==> src/rtl/cmp_pkg.sv <==
// Shared definitions for the operand entry block and the 8-bit magnitude
// compare datapath: state encodings and operand/nibble widths.
package cmp_pkg;

    localparam int STATE_W   = 3;
    localparam int NIBBLE_W  = 4;
    localparam int OPERAND_W = 8;

    // Encodings are visible on stage_o (LEDs). 5..7 are illegal.
    typedef enum logic [STATE_W-1:0] {
        ST_A_LO = 3'd0,
        ST_A_HI = 3'd1,
        ST_B_LO = 3'd2,
        ST_B_HI = 3'd3,
        ST_DONE = 3'd4
    } state_t;

endpackage

==> src/rtl/operand_entry_fsm_debounce.sv <==
// btn_debounce: turns a raw, bouncy, asynchronous pushbutton into a single
// one-cycle press pulse per physical press (rising edge only).
//
// Ports:
//   clk      in   system clock
//   rst_n    in   asynchronous active-low reset
//   btn_i    in   raw pushbutton, active-high
//   press_o  out  registered one-cycle pulse per accepted press
//
// Build option OPERAND_ENTRY_DEBOUNCE_EN:
//   defined   - level is accepted only after DEBOUNCE_CYCLES stable cycles
//   undefined - level follows the synchronised button directly (simulation)
module btn_debounce #(
    parameter int DEBOUNCE_CYCLES = 250000,
    parameter int CNT_W           = 18
) (
    input  logic clk,
    input  logic rst_n,
    input  logic btn_i,
    output logic press_o
);

    if (DEBOUNCE_CYCLES < 2 || (64'd1 << CNT_W) <= 64'(DEBOUNCE_CYCLES)) begin : g_param_check
        $error("btn_debounce: need DEBOUNCE_CYCLES >= 2 and 2**CNT_W > DEBOUNCE_CYCLES");
    end

    logic btn_meta;
    logic btn_sync;
    logic btn_db;

    always_ff @(posedge clk or negedge rst_n) begin
        if (!rst_n) begin
            btn_meta <= 1'b0;
            btn_sync <= 1'b0;
        end else begin
            btn_meta <= btn_i;
            btn_sync <= btn_meta;
        end
    end

`ifdef OPERAND_ENTRY_DEBOUNCE_EN
    localparam logic [CNT_W-1:0] CNT_LAST = CNT_W'(DEBOUNCE_CYCLES - 1);

    logic [CNT_W-1:0] cnt;
    logic             btn_db_q;

    // Any cycle of agreement restarts the count, so a bounce shorter than
    // DEBOUNCE_CYCLES never reaches the terminal count.
    always_ff @(posedge clk or negedge rst_n) begin
        if (!rst_n) begin
            cnt    <= '0;
            btn_db <= 1'b0;
        end else if (btn_sync == btn_db) begin
            cnt <= '0;
        end else if (cnt == CNT_LAST) begin
            cnt    <= '0;
            btn_db <= btn_sync;
        end else begin
            cnt <= cnt + 1'b1;
        end
    end

    always_ff @(posedge clk or negedge rst_n) begin
        if (!rst_n) begin
            btn_db_q <= 1'b0;
            press_o  <= 1'b0;
        end else begin
            btn_db_q <= btn_db;
            press_o  <= btn_db & ~btn_db_q;
        end
    end
`else
    // Without filtering btn_db is just btn_sync one cycle late, so the edge
    // is taken between btn_sync and btn_db; press_o then lands 3 cycles
    // after btn_i.
    always_ff @(posedge clk or negedge rst_n) begin
        if (!rst_n) begin
            btn_db  <= 1'b0;
            press_o <= 1'b0;
        end else begin
            btn_db  <= btn_sync;
            press_o <= btn_sync & ~btn_db;
        end
    end
`endif

endmodule

==> src/rtl/operand_entry_fsm.sv <==
// operand_entry_fsm: builds operands A and B for the magnitude comparator,
// one switch nibble per accepted button press.
//
//   state   | meaning
//   --------+---------------------------------------------
//   A_LO    | waiting for press to load a_o[3:0]
//   A_HI    | waiting for press to load a_o[7:4]
//   B_LO    | waiting for press to load b_o[3:0]
//   B_HI    | waiting for press to load b_o[7:4]
//   DONE    | both operands valid; next press clears all
//
// Ports:
//   clk, rst_n   system clock, asynchronous active-low reset
//   btn_i        raw pushbutton (asynchronous, bouncy)
//   sw_i [3:0]   nibble switches (asynchronous)
//   a_o, b_o     registered operands
//   valid_o      high while in DONE
//   stage_o      current state encoding
//   press_o      one-cycle pulse per accepted press
//
// Build option OPERAND_ENTRY_DEBOUNCE_EN selects the debounce filter in
// btn_debounce; everything here is identical in both builds.
import cmp_pkg::*;

module operand_entry_fsm #(
    parameter int DEBOUNCE_CYCLES = 250000,
    parameter int CNT_W           = 18
) (
    input  logic                 clk,
    input  logic                 rst_n,
    input  logic                 btn_i,
    input  logic [NIBBLE_W-1:0]  sw_i,
    output logic [OPERAND_W-1:0] a_o,
    output logic [OPERAND_W-1:0] b_o,
    output logic                 valid_o,
    output logic [STATE_W-1:0]   stage_o,
    output logic                 press_o
);

    logic                 press;
    logic [NIBBLE_W-1:0]  sw_meta;
    logic [NIBBLE_W-1:0]  sw_sync;
    state_t               state_q;
    state_t               state_d;
    logic [OPERAND_W-1:0] a_q;
    logic [OPERAND_W-1:0] a_d;
    logic [OPERAND_W-1:0] b_q;
    logic [OPERAND_W-1:0] b_d;
    logic                 valid_q;

    btn_debounce #(
        .DEBOUNCE_CYCLES (DEBOUNCE_CYCLES),
        .CNT_W           (CNT_W)
    ) u_btn_debounce (
        .clk     (clk),
        .rst_n   (rst_n),
        .btn_i   (btn_i),
        .press_o (press)
    );

    always_ff @(posedge clk or negedge rst_n) begin
        if (!rst_n) begin
            sw_meta <= '0;
            sw_sync <= '0;
        end else begin
            sw_meta <= sw_i;
            sw_sync <= sw_meta;
        end
    end

    always_ff @(posedge clk or negedge rst_n) begin
        if (!rst_n) begin
            state_q <= ST_A_LO;
            a_q     <= '0;
            b_q     <= '0;
            valid_q <= 1'b0;
        end else begin
            state_q <= state_d;
            a_q     <= a_d;
            b_q     <= b_d;
            valid_q <= (state_d == ST_DONE);
        end
    end

    always_comb begin
        state_d = state_q;
        a_d     = a_q;
        b_d     = b_q;
        case (state_q)
            ST_A_LO: if (press) begin
                a_d[NIBBLE_W-1:0] = sw_sync;
                state_d           = ST_A_HI;
            end
            ST_A_HI: if (press) begin
                a_d[OPERAND_W-1:NIBBLE_W] = sw_sync;
                state_d                   = ST_B_LO;
            end
            ST_B_LO: if (press) begin
                b_d[NIBBLE_W-1:0] = sw_sync;
                state_d           = ST_B_HI;
            end
            ST_B_HI: if (press) begin
                b_d[OPERAND_W-1:NIBBLE_W] = sw_sync;
                state_d                   = ST_DONE;
            end
            ST_DONE: if (press) begin
                a_d     = '0;
                b_d     = '0;
                state_d = ST_A_LO;
            end
            default: begin
                a_d     = '0;
                b_d     = '0;
                state_d = ST_A_LO;
            end
        endcase
    end

    assign a_o     = a_q;
    assign b_o     = b_q;
    assign valid_o = valid_q;
    assign stage_o = state_q;
    assign press_o = press;

endmodule
==> config.mk <==
export PLATFORM = sky130hd
export DESIGN_NAME = operand_entry_fsm
export DESIGN_NICKNAME = d
export VERILOG_FILES = /design/src/rtl/cmp_pkg.sv /design/src/rtl/operand_entry_fsm_debounce.sv /design/src/rtl/operand_entry_fsm.sv
export SDC_FILE = /design/constraint.sdc
export NUM_CORES = 1
export LEC_CHECK = 0
export BUFFER_PORTS_ARGS = -buffer_cell sky130_fd_sc_hd__buf_2
export CAP_MARGIN = 10
export CORE_ASPECT_RATIO = 1.5
export CORE_MARGIN = 2
export CORE_UTILIZATION = 35
export CTS_CLUSTER_SIZE = 14
export DETAILED_ROUTE_END_ITERATION = 6
export HOLD_SLACK_MARGIN = 0.15
export SLEW_MARGIN = 40
export SYNTH_ARGS = -nofsm -noshare
export SYNTH_HDL_FRONTEND = slang
export SYNTH_SLANG_ARGS = --single-unit
==> constraint.sdc <==
create_clock -name clk -period 3.78 [get_ports clk]
set_clock_uncertainty 0.2 [all_clocks]
set_input_delay 0.189 -clock clk [delete_from_list [all_inputs] [get_ports clk]]
set_output_delay 0.189 -clock clk [all_outputs]
set_load 0.02 [all_outputs]
### Yosys cells after proc, flatten, opt, wreduce, memory -nomap -nowiden

Index checks and enable logic that the tools add are counted.

| cells by class | value |
|---|---|
| reduce and logical (&&, ||, !) cells | 9 |
| multiplexer cells | 12 |
| bitwise operators | 6 |
| equal/unequal tests | 10 |

Operator list:

| cell | count |
|---|---|
| case mux 4 bit (3 select lines) | 4 |
| two-way mux 3 bit | 5 |
| case mux 3 bit (5 select lines) | 1 |
| AND reduction 3 bit | 4 |
| OR reduction 3 bit | 4 |
| inequality test 2 x 1 -> 1 bit, second input constant | 5 |
| two-way mux 8 bit | 1 |
| == test 3 x 2 -> 1 bit, second input constant | 2 |
| == test 3 bit, second input constant | 2 |
| NOT 1 bit | 5 |
| two-way mux 4 bit | 1 |
| == test 3 x 1 -> 1 bit, second input constant | 1 |
| zero test 3 bit | 1 |
| AND 1 bit | 1 |

| storage, ports and cells | value |
|---|---|
| output and inout port bits | 21 |
| word-level logic and storage cells | 49 |
| register bits | 32 |
| input port bits | 7 |

### Logic depth before layout (Yosys ltp)

| depth | value |
|---|---|
| word-level depth | 4 |
| depth in mapped cells | 4 |
| gate-level depth less buffers | 3 |

### Cells and area by module

From an unflattened synthesis, not the netlist that was laid out.

| second synthesis, totals | value |
|---|---|
| cells, all modules | 104 |
| area total of the unflattened synthesis | 1276.2 µm² |

By module, submodules not included:

| module | instances | area each (µm²) | sequential area each (µm²) | cells an instance |
|---|---|---|---|---|
| operand_entry_fsm | 1 | 1162.4 | 700.7 | 99 |
| btn_debounce | 1 | 113.9 | 100.1 | 5 |

### Worst setup path after synthesis

No wires, ideal clock.

| timing | value |
|---|---|
| path kind | reg2reg |
| from | register state_q[2], in the netlist stage_o[2] |
| to | register b_q[0], in the netlist b_o[0] |
| library setup time | 0.118 ns |
| data required time | 3.462 ns |
| cell stages (with the launch flop) | 5 |
| path buffers | 1 |
| arrival | 1.063 ns |
| slack | 2.399 ns |
| period minus slack after synthesis | 1.381 ns |
| cells stage by stage | dfrtp_1 -> buf_2 -> o21a_1 -> o22ai_2 -> a21o_1 |

| on the way | value |
|---|---|
| word-level cells in the longest chain between the ends | 4 |
| elaborated cells between the ends (all ways) | 11 |
| classes of those cells | 6 x eq/ne; 1 x mux; 1 x bitwise; 3 x reduce/logical |

Ends and longest elaborated chain:

| element | RTL line | source |
|---|---|---|
| start: declaration | operand_entry_fsm.sv:43 | `state_t state_q;` |
| start signal: assignment | operand_entry_fsm.sv:78 | `state_q <= state_d;` |
| == test 3 x 2 -> 1 bit, or another cell as far along | operand_entry_fsm.sv:89 | `case (state_q)` |
| OR reduction 3 bit (no source line) | - |  |
| NOT 1 bit (no source line) | - |  |
| AND reduction 3 bit (no source line) | - |  |
| end signal: assignment | operand_entry_fsm.sv:75 | `b_q <= '0;` |
| end signal: assignment | operand_entry_fsm.sv:80 | `b_q <= b_d;` |
| end: declaration | operand_entry_fsm.sv:47 | `logic [OPERAND_W-1:0] b_q;` |

Parallel ways exist; a longest one is shown, timed or not.
A chain may end at the register's enable or synchronous reset.

### Final worst setup path

| timing | value |
|---|---|
| from | register state_q[2], in the netlist stage_o[2] |
| to | output stage_o[2] |

RTL lines:

| element | RTL line | source |
|---|---|---|
| end: declaration | operand_entry_fsm.sv:36 | `output logic [STATE_W-1:0] stage_o,` |

No word-level cell between the ends.

==> metrics.md <==
| Metric | Value |
|---|---|
| Status | `finished clean` |
| Critical path's largest stage delay | `840 ps` |
| Pin slew with the least headroom to its limit | `763.1 ps` |
| Post-layout nets | `146` |
| Resize count post-CTS | `0` |
| Antenna diode count | `0` |
| Total number of placement rows | `26` |
| Clock power share | `21.3%` |
| Total congestion overflow after global routing | `0` |
| Wirelength per Cell | `13.19 microns` |
| Number of maximum-capacitance violations | `0` |
| Achievable Freq | `557.4 MHz` |
| Total placed instance area | `1409 sq um` |
| H-tree lvl count | `2` |
| Clock insertion delay at the later pin of the skew report | `270 ps` |
| Number of global-route vias before repair | `848` |
| Clock tree from TritonCTS | `yes` |
| Worst slack after detailed placement | `2058 ps` |
| Sinks on the clock net | `32` |
| Minimum clock period after layout | `1794 ps` |
| # DRC | `0` |
| Area grow syn2layout | `24.33%` |
| Number of search-and-repair iterations in the first detailed-routing pass | `4` |
| Required time of the critical path | `3390 ps` |
| Total chip power | `1.226 mW` |
| Post-DP HPWL | `1635 microns` |
| Seq/Total Area, Yosys | `63.05%` |
| Ratio of final minimum period to clock period | `47.46%` |
| Ys Warns | `0` |
| Critical Path Sink Type | `primary output` |
| Chip Height | `77.78 microns` |
| Worst R2R Start | `stage_o[2]` |
| Post-synth net total | `111` |
| Origin of the worst min-delay path | `sw_meta[3]` |
| Flip-flop and latch count after synthesis | `32` |
| Mean Syn Cell Area | `12.21 sq um` |
| Global-route usage over all layers | `14.05%` |
| P per Cell Area | `776.2 nW/um^2` |
| Clock transition at the register clock pins on the worst setup and hold paths after CTS | `60 ps` |
| Kind of cell adding the most delay to the critical path | `flip-flops` |
| Routed wire length | `2400 microns` |
| Internal power contribution | `0.7624 mW` |
| Power spent charging and discharging nets | `0.4632 mW` |
| Initial antenna violation count | `0` |
| Setup crit start | `stage_o[2]` |
| Switching power as a share of total power | `37.79%` |
| Unique cell type count in the Yosys netlist | `24` |
| RSZ-0062 raised after global routing | `false` |
| Number of endpoints with negative hold slack in the final report | `0` |
| Synthesized instance count | `104` |
| Cts bufs inserted | `5` |
| CTS root buffer | `sky130_fd_sc_hd__clkbuf_8` |
| Largest net degree at the start of global routing | `33` |
| Top-Level Pins | `28` |
| Number of enable-type register cells in the synthesized netlist | `0` |
| Top FF cell, synth | `sky130_fd_sc_hd__dfrtp_1` |
| CP Max Fanout | `26` |
| Cell with the largest stage delay on the worst path | `sky130_fd_sc_hd__dfrtp_1` |
| Antenna violation net count after detailed routing | `0` |
| Worst slew margin | `49.12%` |
| Total vias in the final route | `910` |
| Most frequent cells in the layout | `32 x sky130_fd_sc_hd__dfrtp_1, 27 x sky130_fd_sc_hd__buf_2, 13 x sky130_fd_sc_hd__a21o_1` |
| Final GP Congestion | `0.7928` |
| Static power due to leakage | `0.8082 nW` |
| Maximum count of clock buffers along a single path | `2` |
| Startpoint-to-endpoint class of the critical path | `reg -> out` |
| Number of DRC markers in iteration 0 | `19` |
| Maximum vdd ir drop | `0.2915 mV` |
| Cell area after synthesis | `1270 sq um` |
| Die Span X | `53.19 microns` |
| Fraction of final layout cells sized beyond drive strength 1 | `27.14%` |
| Area of the die | `4136 sq um` |
| First-pass GRT wire length | `4064 microns` |
| Initial core utilization | `36.83%` |
| Arrival time worst endpoint | `1410 ps` |
| Final Max Tran Viols | `0` |
| Final Core Density | `45.79%` |
| Type of origin of the critical path | `register` |
| Via density per instance | `5.000` |
| Placeable Area | `3448 sq um` |
| Number of buffer cells added on primary ports | `27` |
| Summed area of non-filler cells in the final layout | `1579 sq um` |
| Crit path buf inv count | `1` |
| Kind of path behind the tightest hold check | `reg -> reg` |
| Logic pwr share | `34.7%` |
| Async set-reset flop share out of synthesis | `100.0%` |
| Commonest non-fill, non-tap cell in the layout | `sky130_fd_sc_hd__dfrtp_1` |
| PnR worst setup slack | `1986 ps` |
| Count of endpoints failing setup in the final report | `0` |
| Chain of cells forming the critical path | `buf_2` |
| Seq pwr share | `44.0%` |
| Sum Neg Setup Slack | `0 ps` |
[routing by layer]
metal	up-vias	GRT usage, %	part of all wire (%)
met2	23	21.50	51
met5	-	0	0
li1	435	-	-
met3	5	5.385	4.5
met1	447	16.52	42
met4	0	7.692	2.5
[area by class of cell]
cell class / instances / area [sq um]
sequential: 32 / 800.8
tap: 42 / 52.55
inverter: 4 / 15.01
clock buffer: 8 / 90.09
multi-input combinational: 61 / 405.4
fill: 342 / 1869
timing repair buffer: 35 / 215.2
[path summary, 6_finish.rpt]
kind	slack [ps]	to	cells after the start
max	1990	stage_o[2]	1
min	150	sw_sync[3]	0
max reg2reg	2030	b_o[2]	3
min reg2reg	150	sw_sync[3]	0
max in group asynchronous	2650	sw_sync[1]	2
min in group asynchronous	280	a_o[6]	2
[stage by stage]
step                instances  hold WS (ps)
floorplan                 104        -306.6
global placement          166         56.35
detailed placement        166         70.32
CTS                       182         150.7
global route              182         159.5
finish                    182         153.2
[worst reg2reg max path, stage by stage, from the launching register on]
cell,delay [ps]
sky130_fd_sc_hd__dfrtp_1,840
sky130_fd_sc_hd__o21a_1,270
sky130_fd_sc_hd__o22ai_2,120
sky130_fd_sc_hd__a21o_1,210
[cell usage after synthesis, types with 2 or more instances]
master                      number  area share [%]
sky130_fd_sc_hd__nor3_1         12             4.7
sky130_fd_sc_hd__a32oi_1         4             2.8
sky130_fd_sc_hd__o22ai_1         4             2.0
sky130_fd_sc_hd__inv_1           4             1.2
sky130_fd_sc_hd__o2bb2ai_1       4             2.8
sky130_fd_sc_hd__nand2b_1        2            0.99
sky130_fd_sc_hd__nor2_1          3            0.89
sky130_fd_sc_hd__o21ai_0         2            0.79
sky130_fd_sc_hd__nor2b_1         2            0.99
sky130_fd_sc_hd__dfrtp_1        32              63
sky130_fd_sc_hd__buf_4           3             1.8
sky130_fd_sc_hd__buf_2           3             1.2
sky130_fd_sc_hd__a21o_1         13             7.7
sky130_fd_sc_hd__nand2_1         6             1.8
[power groups by stage]
stage / logic (mW) / clock network, mW / registers, mW
after global routing: 0.471 / 0.291 / 0.560
after global placement: 0.420 / 0 / 0.541
after floorplan: 0.250 / 0 / 0.601
after detailed placement: 0.424 / 0 / 0.547
after CTS: 0.433 / 0.269 / 0.540
final: 0.426 / 0.260 / 0.539
[timing repair]
item                                    in CTS  in global routing
setup buffers                                0                  0
endpoints found under the setup margin       0                  0
hold buffers                                 8                  0
endpoints found under the hold margin       39                  0
[logic make-up after synthesis]
group,synth area share (%)
buffers and inverters,5.024
XOR/XNOR,1.380
flip-flops,63.05
AO/OA/AOI/OAI,19.01
AND/OR/NAND/NOR,11.53
[registers in the layout, summed over array words and instances, names as in the netlist, 3 cells and up]
name     cells
a_o          8
b_o          8
sw_meta      4
sw_sync      4
stage_o      3
No activity file was read; power rests on OpenSTA's default activity.
